$ cat src/rtl/sha512_pkg.sv
// Shared types and constants for the SHA-512 padding front end.
package sha512_pkg;

  typedef logic [63:0] word_t;
  typedef word_t [0:15] block_t;

  typedef enum logic [1:0] {
    FILL = 2'd0,
    PAD  = 2'd1,
    OUT  = 2'd2
  } state_e;

  localparam word_t PAD_MARKER = 64'h8000_0000_0000_0000;
  localparam int    LEN_HI_IDX = 14;
  localparam int    LEN_LO_IDX = 15;

  // Upper word of the 128-bit bit-length field for a byte count l.
  function automatic word_t len_hi(input logic [63:0] l);
    return {61'b0, l[63:61]};
  endfunction

  // Lower word of the 128-bit bit-length field for a byte count l.
  function automatic word_t len_lo(input logic [63:0] l);
    return {l[60:0], 3'b000};
  endfunction

endpackage

$ cat src/rtl/sha512_padder_if.sv
// Message-in / block-out bundle of the SHA-512 padder.
//
// Both streams use strict valid/ready: a transfer happens on a rising clock
// edge where valid and ready are both high. Once valid is raised, the
// producer holds valid and its payload stable until that transfer; ready may
// be driven combinationally and never depends on valid.
interface sha512_padder_if;
  import sha512_pkg::*;

  logic        in_valid;
  logic        in_ready;
  word_t       in_data;
  logic        in_last;
  logic [3:0]  in_bytes;

  logic        out_valid;
  logic        out_ready;
  block_t      out_w;
  logic        out_last;

  // Message source / block sink side.
  modport master (
    output in_valid, in_data, in_last, in_bytes, out_ready,
    input  in_ready, out_valid, out_w, out_last
  );

  // Padder side.
  modport slave (
    input  in_valid, in_data, in_last, in_bytes, out_ready,
    output in_ready, out_valid, out_w, out_last
  );

endinterface

$ cat src/rtl/sha512_pad_word.sv
// Final-word masker: keeps bytes below n, puts 0x80 at byte n (n<8),
// zeroes everything after. Byte 0 is the most significant byte.
module sha512_pad_word
  import sha512_pkg::*;
(
  input  word_t      i_word,
  input  logic [3:0] i_n,
  output word_t      o_word
);

  // Byte-wise select between data, marker and zero.
  always_comb begin
    o_word = '0;
    for (int b = 0; b < 8; b++) begin
      if (4'(b) < i_n) begin
        o_word[63-8*b -: 8] = i_word[63-8*b -: 8];
      end else if (4'(b) == i_n) begin
        o_word[63-8*b -: 8] = 8'h80;
      end
    end
  end

endmodule

$ cat src/rtl/sha512_padder.sv
// SHA-512 message padder: collects 64-bit words into 16-word blocks, adds the
// 0x80 marker, zero fill and 128-bit bit length, and emits one or two final
// blocks per message.
module sha512_padder
  import sha512_pkg::*;
(
  input  logic            clk,
  input  logic            rst_n,
  sha512_padder_if.slave  io_bus,
  output state_e          o_dbg_state
);

  state_e      r_state;
  state_e      w_next;
  block_t      r_buf;
  logic [3:0]  r_idx;
  logic [63:0] r_len;
  logic        r_marker_done;
  logic        r_extra_pending;
  logic        r_out_last;

  logic        w_in_hs;
  logic        w_out_hs;
  word_t       w_pad_word;
  logic [3:0]  w_mark_idx;
  logic        w_has_marker;
  logic        w_len_fits;

  sha512_pad_word u_pad_word (
    .i_word (io_bus.in_data),
    .i_n    (io_bus.in_bytes),
    .o_word (w_pad_word)
  );

  assign w_in_hs  = io_bus.in_valid  && (r_state == FILL);
  assign w_out_hs = io_bus.out_ready && (r_state == OUT);

  // Where the marker ends up after PAD. With a full last word in slot 15
  // there is no room for it, so it moves to the extra block.
  assign w_mark_idx   = r_marker_done ? r_idx : r_idx + 4'd1;
  assign w_has_marker = r_marker_done || (r_idx != 4'd15);
  assign w_len_fits   = w_has_marker && (w_mark_idx <= 4'd13);

  assign io_bus.in_ready  = (r_state == FILL);
  assign io_bus.out_valid = (r_state == OUT);
  assign io_bus.out_w     = r_buf;
  assign io_bus.out_last  = r_out_last;
  assign o_dbg_state      = r_state;

  // State register.
  always_ff @(posedge clk or negedge rst_n) begin
    if (!rst_n) r_state <= FILL;
    else        r_state <= w_next;
  end

  // Next-state decode.
  always_comb begin
    w_next = r_state;
    case (r_state)
      FILL: begin
        if (w_in_hs) begin
          if (io_bus.in_last)      w_next = PAD;
          else if (r_idx == 4'd15) w_next = OUT;
        end
      end
      PAD:     w_next = OUT;
      OUT:     if (w_out_hs && !r_extra_pending) w_next = FILL;
      default: w_next = FILL;
    endcase
  end

  // Block buffer, word index, byte count and padding flags.
  always_ff @(posedge clk or negedge rst_n) begin
    if (!rst_n) begin
      r_buf           <= '0;
      r_idx           <= '0;
      r_len           <= '0;
      r_marker_done   <= 1'b0;
      r_extra_pending <= 1'b0;
      r_out_last      <= 1'b0;
    end else begin
      case (r_state)
        FILL: begin
          if (w_in_hs) begin
            if (!io_bus.in_last) begin
              r_buf[r_idx] <= io_bus.in_data;
              r_len        <= r_len + 64'd8;
              if (r_idx == 4'd15) begin
                r_idx      <= '0;
                r_out_last <= 1'b0;
              end else begin
                r_idx <= r_idx + 4'd1;
              end
            end else begin
              r_buf[r_idx] <= w_pad_word;
              r_len        <= r_len + {60'b0, io_bus.in_bytes};
              if (io_bus.in_bytes < 4'd8) r_marker_done <= 1'b1;
            end
          end
        end
        PAD: begin
          // Later assignments in this branch override the zero fill.
          for (int k = 0; k < 16; k++) begin
            if (k > int'(r_idx)) r_buf[k] <= '0;
          end
          if (!r_marker_done && (r_idx != 4'd15)) begin
            r_buf[r_idx + 4'd1] <= PAD_MARKER;
            r_marker_done       <= 1'b1;
          end
          if (w_len_fits) begin
            r_buf[LEN_HI_IDX] <= len_hi(r_len);
            r_buf[LEN_LO_IDX] <= len_lo(r_len);
            r_out_last        <= 1'b1;
          end else begin
            r_out_last      <= 1'b0;
            r_extra_pending <= 1'b1;
          end
        end
        OUT: begin
          if (w_out_hs) begin
            if (r_extra_pending) begin
              for (int k = 0; k < 16; k++) r_buf[k] <= '0;
              r_buf[0]          <= r_marker_done ? '0 : PAD_MARKER;
              r_buf[LEN_HI_IDX] <= len_hi(r_len);
              r_buf[LEN_LO_IDX] <= len_lo(r_len);
              r_marker_done     <= 1'b1;
              r_out_last        <= 1'b1;
              r_extra_pending   <= 1'b0;
            end else if (r_out_last) begin
              r_len         <= '0;
              r_idx         <= '0;
              r_marker_done <= 1'b0;
              r_out_last    <= 1'b0;
            end
          end
        end
        default: ;
      endcase
    end
  end

endmodule
$ cat src/flat_wrapper.sv
// flat-port wrapper written by rule: the top's interface ports become plain ports
module sha512_padder_flat import sha512_pkg::*;
  (clk, rst_n, o_dbg_state, io_bus_in_valid, io_bus_in_data, io_bus_in_last, io_bus_in_bytes, io_bus_out_ready, io_bus_in_ready, io_bus_out_valid, io_bus_out_w, io_bus_out_last);
  sha512_padder_if io_bus_i ();
  input  logic clk;
  input  logic rst_n;
  output state_e o_dbg_state;
  input wire logic [$bits(io_bus_i.in_valid)-1:0] io_bus_in_valid;
  input wire logic [$bits(io_bus_i.in_data)-1:0] io_bus_in_data;
  input wire logic [$bits(io_bus_i.in_last)-1:0] io_bus_in_last;
  input wire logic [$bits(io_bus_i.in_bytes)-1:0] io_bus_in_bytes;
  input wire logic [$bits(io_bus_i.out_ready)-1:0] io_bus_out_ready;
  output wire logic [$bits(io_bus_i.in_ready)-1:0] io_bus_in_ready;
  output wire logic [$bits(io_bus_i.out_valid)-1:0] io_bus_out_valid;
  output wire logic [$bits(io_bus_i.out_w)-1:0] io_bus_out_w;
  output wire logic [$bits(io_bus_i.out_last)-1:0] io_bus_out_last;
  assign io_bus_i.in_valid = io_bus_in_valid;
  assign io_bus_i.in_data = io_bus_in_data;
  assign io_bus_i.in_last = io_bus_in_last;
  assign io_bus_i.in_bytes = io_bus_in_bytes;
  assign io_bus_i.out_ready = io_bus_out_ready;
  assign io_bus_in_ready = io_bus_i.in_ready;
  assign io_bus_out_valid = io_bus_i.out_valid;
  assign io_bus_out_w = io_bus_i.out_w;
  assign io_bus_out_last = io_bus_i.out_last;
  sha512_padder u_core (.clk(clk), .rst_n(rst_n), .io_bus(io_bus_i), .o_dbg_state(o_dbg_state));
endmodule
$ cat config.mk
export PLATFORM = sky130hd
export DESIGN_NAME = sha512_padder_flat
export DESIGN_NICKNAME = d
export VERILOG_FILES = /design/src/rtl/sha512_pkg.sv /design/src/rtl/sha512_padder_if.sv /design/src/rtl/sha512_pad_word.sv /design/src/rtl/sha512_padder.sv /design/src/flat_wrapper.sv
export SDC_FILE = /design/constraint.sdc
export NUM_CORES = 2
export LEC_CHECK = 0
export CAP_MARGIN = 30
export CORE_AREA = 2 2 429 431
export CTS_CLUSTER_DIAMETER = 30
export CTS_CLUSTER_SIZE = 20
export DETAILED_ROUTE_END_ITERATION = 8
export DIE_AREA = 0 0 431 433
export PLACE_DENSITY = 0.51
export SLEW_MARGIN = 40
export SYNTH_ARGS = -nofsm -noshare
export SYNTH_HDL_FRONTEND = slang
export SYNTH_HIERARCHICAL = 1
export SYNTH_SLANG_ARGS = --single-unit
$ cat constraint.sdc
create_clock -name clk -period 2.6 [get_ports clk]
set_input_delay 0.26 -clock clk [delete_from_list [all_inputs] [get_ports clk]]
set_output_delay 0.26 -clock clk [all_outputs]
set_load 0.005 [all_outputs]
Yosys cells after proc, flatten, opt, wreduce, memory -nomap -nowiden
Index checks and enable logic that the tools add are counted.
{"block": "classes", "bitwise": 5, "order_cmp": 29, "n_reduce_logical": 23, "n_eq_ne": 25, "muxes": 97, "n_addsub": 3}
{"cell": "1024-bit 2-to-1 mux", "n": 5}
{"cell": "1024-bit case mux with 3 select lines", "n": 1}
{"cell": "64-bit 2-to-1 mux", "n": 38}
{"cell": "1024-bit bitwise mux", "n": 2}
{"cell": "1008-bit bitwise AND", "n": 1}
{"cell": "1008-bit inverter", "n": 1}
{"cell": "64-bit demux with 4-bit select", "n": 2}
{"cell": "128-bit 2-to-1 mux", "n": 1}
{"cell": "8-bit 2-to-1 mux", "n": 16}
{"cell": "64-bit case mux with 2 select lines", "n": 1}
{"cell": "64-bit by 4-bit adder with 64-bit output", "n": 1}
{"cell": "64-bit by 4-bit adder with 64-bit output, second input constant", "n": 1}
{"cell": "4-bit > comparator, first input constant", "n": 8}
{"cell": "4-bit 2-to-1 mux", "n": 7}
{"cell": "3-bit by 4-bit == test with 1-bit output, first input constant", "n": 4}
{"cell": "3-bit by 4-bit > comparator with 1-bit output, first input constant", "n": 4}
{"cell": "3-bit by 4-bit < comparator with 1-bit output, first input constant", "n": 4}
{"cell": "2-bit by 1-bit inequality test with 1-bit output, second input constant", "n": 8}
{"cell": "16-bit OR", "n": 1}
{"cell": "1-bit 2-to-1 mux", "n": 15}
{"cell": "5-bit AND reduction", "n": 3}
{"cell": "5-bit greater-or-equal comparator, second input constant", "n": 2}
{"cell": "5-bit by 1-bit < comparator with 1-bit output, second input constant", "n": 2}
{"cell": "4-bit inverter with 5-bit output", "n": 2}
{"cell": "other kinds (32)", "n": 52}
{"block": "totals", "wordCells": 204, "register_bits": 1097, "in_bits": 73, "output_inout_bits": 1029}

Logic depth before layout (Yosys ltp)
{"block": "depth", "ltp_word": 11, "mapped_depth": 11}

Hierarchy
The synthesis kept the hierarchy.
{"module": "sha512_padder", "cells_each": 3316, "n_inst": 1, "seq_area_each_um2": 27451.3, "area_per_inst_um2": 42524.5}
{"module": "sha512_pad_word", "cells_each": 88, "n_inst": 1, "seq_area_each_um2": 0.0, "area_per_inst_um2": 579.3}

Least setup slack after synthesis
OpenSTA, ideal clock, no wires.
{"block": "synth_timing", "path_type": "reg-to-reg", "from": "reg u_core.r_len[0]", "to": "reg u_core.r_len[34]", "stages_incl_launch_ff": 11, "n_path_buf": 2, "setup_ns": 0.078, "period_less_slack_ns": 2.672, "required_time_ns": 2.522, "setup_slack_ns": -0.072, "arrival_ns": 2.594, "cell_sequence": "dfrtp_1 > ha_1 > inv_1 > fa_1 > nor2b_1 > o311ai_1 > or3b_1 > buf_2 > buf_6 > or4_1 > a21oi_1"}
{"block": "synth_via", "elab_chain_cells": 4, "word_cells_on_any_way": 5, "classes_between": "2 x add/sub; 3 x mux"}
{"element": "from (decl)", "line_no": "sha512_padder.sv:17", "rtl": "logic [63:0] r_len;"}
{"element": "from (signal assigned)", "line_no": "sha512_padder.sv:87", "rtl": "r_len <= r_len + 64'd8;"}
{"element": "from (signal assigned)", "line_no": "sha512_padder.sv:96", "rtl": "r_len <= r_len + {60'b0, io_bus.in_bytes};"}
{"element": "64-bit by 4-bit adder with 64-bit output, on equally long branches", "line_no": "sha512_padder.sv:87, sha512_padder.sv:96"}
{"element": "64-bit 2-to-1 mux (*)", "line_no": "sha512_padder.sv:85", "rtl": "if (!io_bus.in_last) begin"}
{"element": "64-bit 2-to-1 mux (*)", "line_no": "sha512_padder.sv:84", "rtl": "if (w_in_hs) begin"}
{"element": "64-bit case mux with 2 select lines (*)", "line_no": "sha512_padder.sv:82", "rtl": "case (r_state)"}
Mark *: on every way between the ends. The rest lies on a longest branch, timed or not. The select of a mux whose other input is x is not followed.
A chain may end at the register's enable or synchronous reset.

Final worst setup path
Ends and elaborated chain as after synthesis.

==> results by group <==
Run status
  – Outcome: complete, but fails checks
  – Violated checks: setup timing

Final layout
  – Nets: slightly above 5000
  – Final cell count without fillers: between 7000 and 8000
  – Share of cells above drive strength 1: 22.6%
  – Most frequent cells in the layout: clkdlybuf4s50_1 (1097), dfrtp_1 (1095), a22o_1 (561), buf_4 (376), clkbuf_16 (312)
  – Commonest non-fill, non-tap cell in the layout: clkdlybuf4s50_1
  – Fill count: ~17000
  – Layout area overhead: 68.2%
  – Final instance area: between 70000 and 80000 um^2
  – Final core utilization: 39.8%

Pwr
  – Leakage: 31.6 nW
  – Power per cell area: 1240 nW/um^2
  – Power Total: between 80 and 90 mW
  – Peak supply drop: roughly 1100 uV

Timing
  – Hold WS: 125 ps
  – Final Cycle Share: 101%
  – Measured slew at the worst slew-check pin: 944 ps
  – Final setup TNS: -145 ps
  – F_max: between 300 and 400 MHz
  – Setup WS post-layout: -29.4 ps
  – Clock Skews: around 56 ps
  – Worst slew margin: between 30 and 40%
  – # setup viols final: 14
  – Hold Vio Cnt, Final: 0
  – Slew Viols, Final: 0
  – RSZ-0062 raised after global routing: true
  – Min Tclk post-route: 2630 ps

GRT
  – Global-route wire length before repair: about 330000 um
  – Overflow after GRT: 0
  – Largest net degree at the start of global routing: between 100 and 150
  – Global Route Usage Sum: between 20% and 30%
  – Vias in the first global route: 39599
  – Initial antenna violation count: 21

Clocking
  – TritonCTS clock tree: built
  – CTS clk-pin slew, worst paths: roughly 40 ps
  – Clock sinks: between 1000 and 1500
  – Clk buf depth: 4
  – H-tree depth: 5
  – CTS Buf Count: about 300
  – Worst-Skew Late Latency: slightly above 900 ps
  – Root Driver: clkbuf_16

Worst setup path
  – Critical path endpoint category: flip-flop
  – Worst Path Max Fanout: 6
  – CP startpoint kind: flip-flop
  – Critical Path AT: between 3000 and 4000 ps
  – Reg2Reg Setup Slack: -30 ps
  – WS Path Type: flip-flop to flip-flop
  – CP Data Required Time: 3400 ps

Floorplan
  – IO Pins: approximately 1100
  – Die height: about 430 um
  – Die width: between 400 and 500 um
  – Starting Density: 23.7%
  – Die area: roughly 190000 um^2
  – Cell row count: 157
  – Core box area: about 180000 um^2

Yosys
  – Yosys cell types: 90
  – Post-synth EDFFs: 0
  – Post-synth ARST share: 100%
  – Post-Syn Area: 43100 um^2
  – Synth area leader: dfrtp_1
  – Synth top area cells: dfrtp_1 (64%), a22o_1 (11%), o2bb2ai_1 (5.9%)
  – Flops & latches, synth: 1097
  – Post-Syn Nets: 3494
  – Ys Warns: 6
  – Yosys top cell area share: a little under two thirds
  – Post-Synthesis Cells: between 3000 and 4000
  – Seq/Total Area, Yosys: 63.7%
  – Syn_area_per_cell: approximately 13 um^2
  – Prevailing post-synth register cell: dfrtp_1

Route
  – DR iter-0 viols: roughly 3300
  – Drt wl/cell: between 30 and 40 um
  – Antenna Nets Post-Route: 0
  – Post-route DRC: 0
  – Wirelength, routed: 245000 um
  – Vias: 39442
  – Vias per cell: just over 5
  – Pre-Repair DR Iteration Count: 5

Place
  – Post-placement setup slack: -730 ps
  – Inst Count DP: between 7000 and 8000
  – DP Area: about 62000 um^2
  – GP Congestion: between 0.9 and 1
  – IO Port Bufs: ~1100
  – Post-DP HPWL: approximately 170000 um

Min path
  – Hold Path Class: input port to flip-flop

Job
  – Max-cap violations: 0
==> power by group <==
part	internal [mW]	switching [mW]
Clock	25.6	11.1
Sequential	19.6	1.79
Combinational	12.2	19.5
Total	57.4	32.3
==> layout make-up <==
class | count | area (um^2) | area share, %
Timing Repair Buffer | 1609 | 16400 | 22.6
Tap cell | 2385 | 2980 | 4.12
Clock inverter | 120 | 1610 | 2.22
Clock buffer | 386 | 8360 | 11.5
Multi-Input combinational cell | 1985 | 15600 | 21.5
Inverter | 24 | 90.1 | 0.124
Antenna cell | 15 | 37.5 | 0.0518
Sequential cell | 1097 | 27500 | 37.9
==> critical path: stages (launching register included) <==
cell and delay (ps):
dfrtp_1 390, ha_4 160, inv_2 40, fa_2 380, nor2b_4 160, o311ai_4 140
or3b_4 470, buf_12 160, or4_4 470, a21oi_2 160
==> metal layers <==
layer | vias to the layer above | global-route usage (%) | part of all wire [%]
li1 | 16342 | - | -
met1 | 20622 | 30.5 | 39
met3 | 460 | 6.47 | 7.8
met5 | - | 0 | 0
met2 | 2018 | 41.1 | 48
met4 | 0 | 12.9 | 5.1
==> Yosys cell counts, types with 3 or more instances <==
cell	count
o2111ai_1	3
a21boi_0	3
and2b_1	3
xor2_1	3
buf_1	11
o21a_1	5
a21boi_1	7
clkbuf_1	245
a32o_1	5
o31ai_1	35
dfrtp_1	1097
or4_1	34
o211ai_1	9
or3_1	16
and2_1	17
a221o_1	66
nor4_1	12
buf_2	41
nor2_1	178
a31oi_1	3
or2_2	5
and3_1	18
nand2b_1	6
o21ai_1	11
o31a_1	3
nor2b_1	53
nand4_1	25
mux2i_1	64
and4_1	8
a21bo_2	3
nor3b_1	3
a21o_1	6
o21ai_0	143
a211oi_1	4
nand2_1	161
o2bb2ai_1	292
nand3_1	39
nor3_1	20
o22ai_1	6
ha_1	16
a21oi_1	72
inv_1	23
nand3b_1	5
xnor2_1	10
a22o_1	561
==> what timing repair did <==
action                                 in CTS  in global routing
buffers inserted                            1                  7
endpoints found under the hold margin     938                  0
setup endpoints to repair                 214                550
gates cloned                                1                 12
hold buffers                                3                  0
pin swaps                                   2                 32
gates resized for setup                    29                 65
==> path summary, 6_finish.rpt <==
path / endpoint / startpoint / cells after the start
worst max-delay path: u_core/r_len[34]$_DFFE_PN0P_ / u_core/r_len[0]$_DFFE_PN0P_ / 9
worst min-delay path: u_core/r_marker_done$_DFFE_PN0P_ / io_bus_in_bytes[3] / 5
worst max register to register: u_core/r_len[34]$_DFFE_PN0P_ / u_core/r_len[0]$_DFFE_PN0P_ / 9
worst min register to register: flip-flop / flip-flop / 2
max in group asynchronous: async pin / rst_n / 4
min in group asynchronous: async pin / rst_n / 3
==> cells by family (layout without fill, tap and decap cells) <==
| family | after synthesis | count (layout) | share of synthesized area [%] |
|---|---|---|---|
| fa+ha+maj | 17 | 17 | 0.511 |
| mux | 65 | 65 | 1.51 |
| xor+xnor | 13 | 13 | 0.264 |
| other cells | 0 | 15 | 0 |
| flops | 1097 | 1097 | 63.7 |
| simple gates | 619 | 619 | 7.16 |
| buf+inv | 323 | 2139 | 2.96 |
| compound gates | 1270 | 1271 | 23.9 |
No activity file was read; power rests on OpenSTA's default activity.
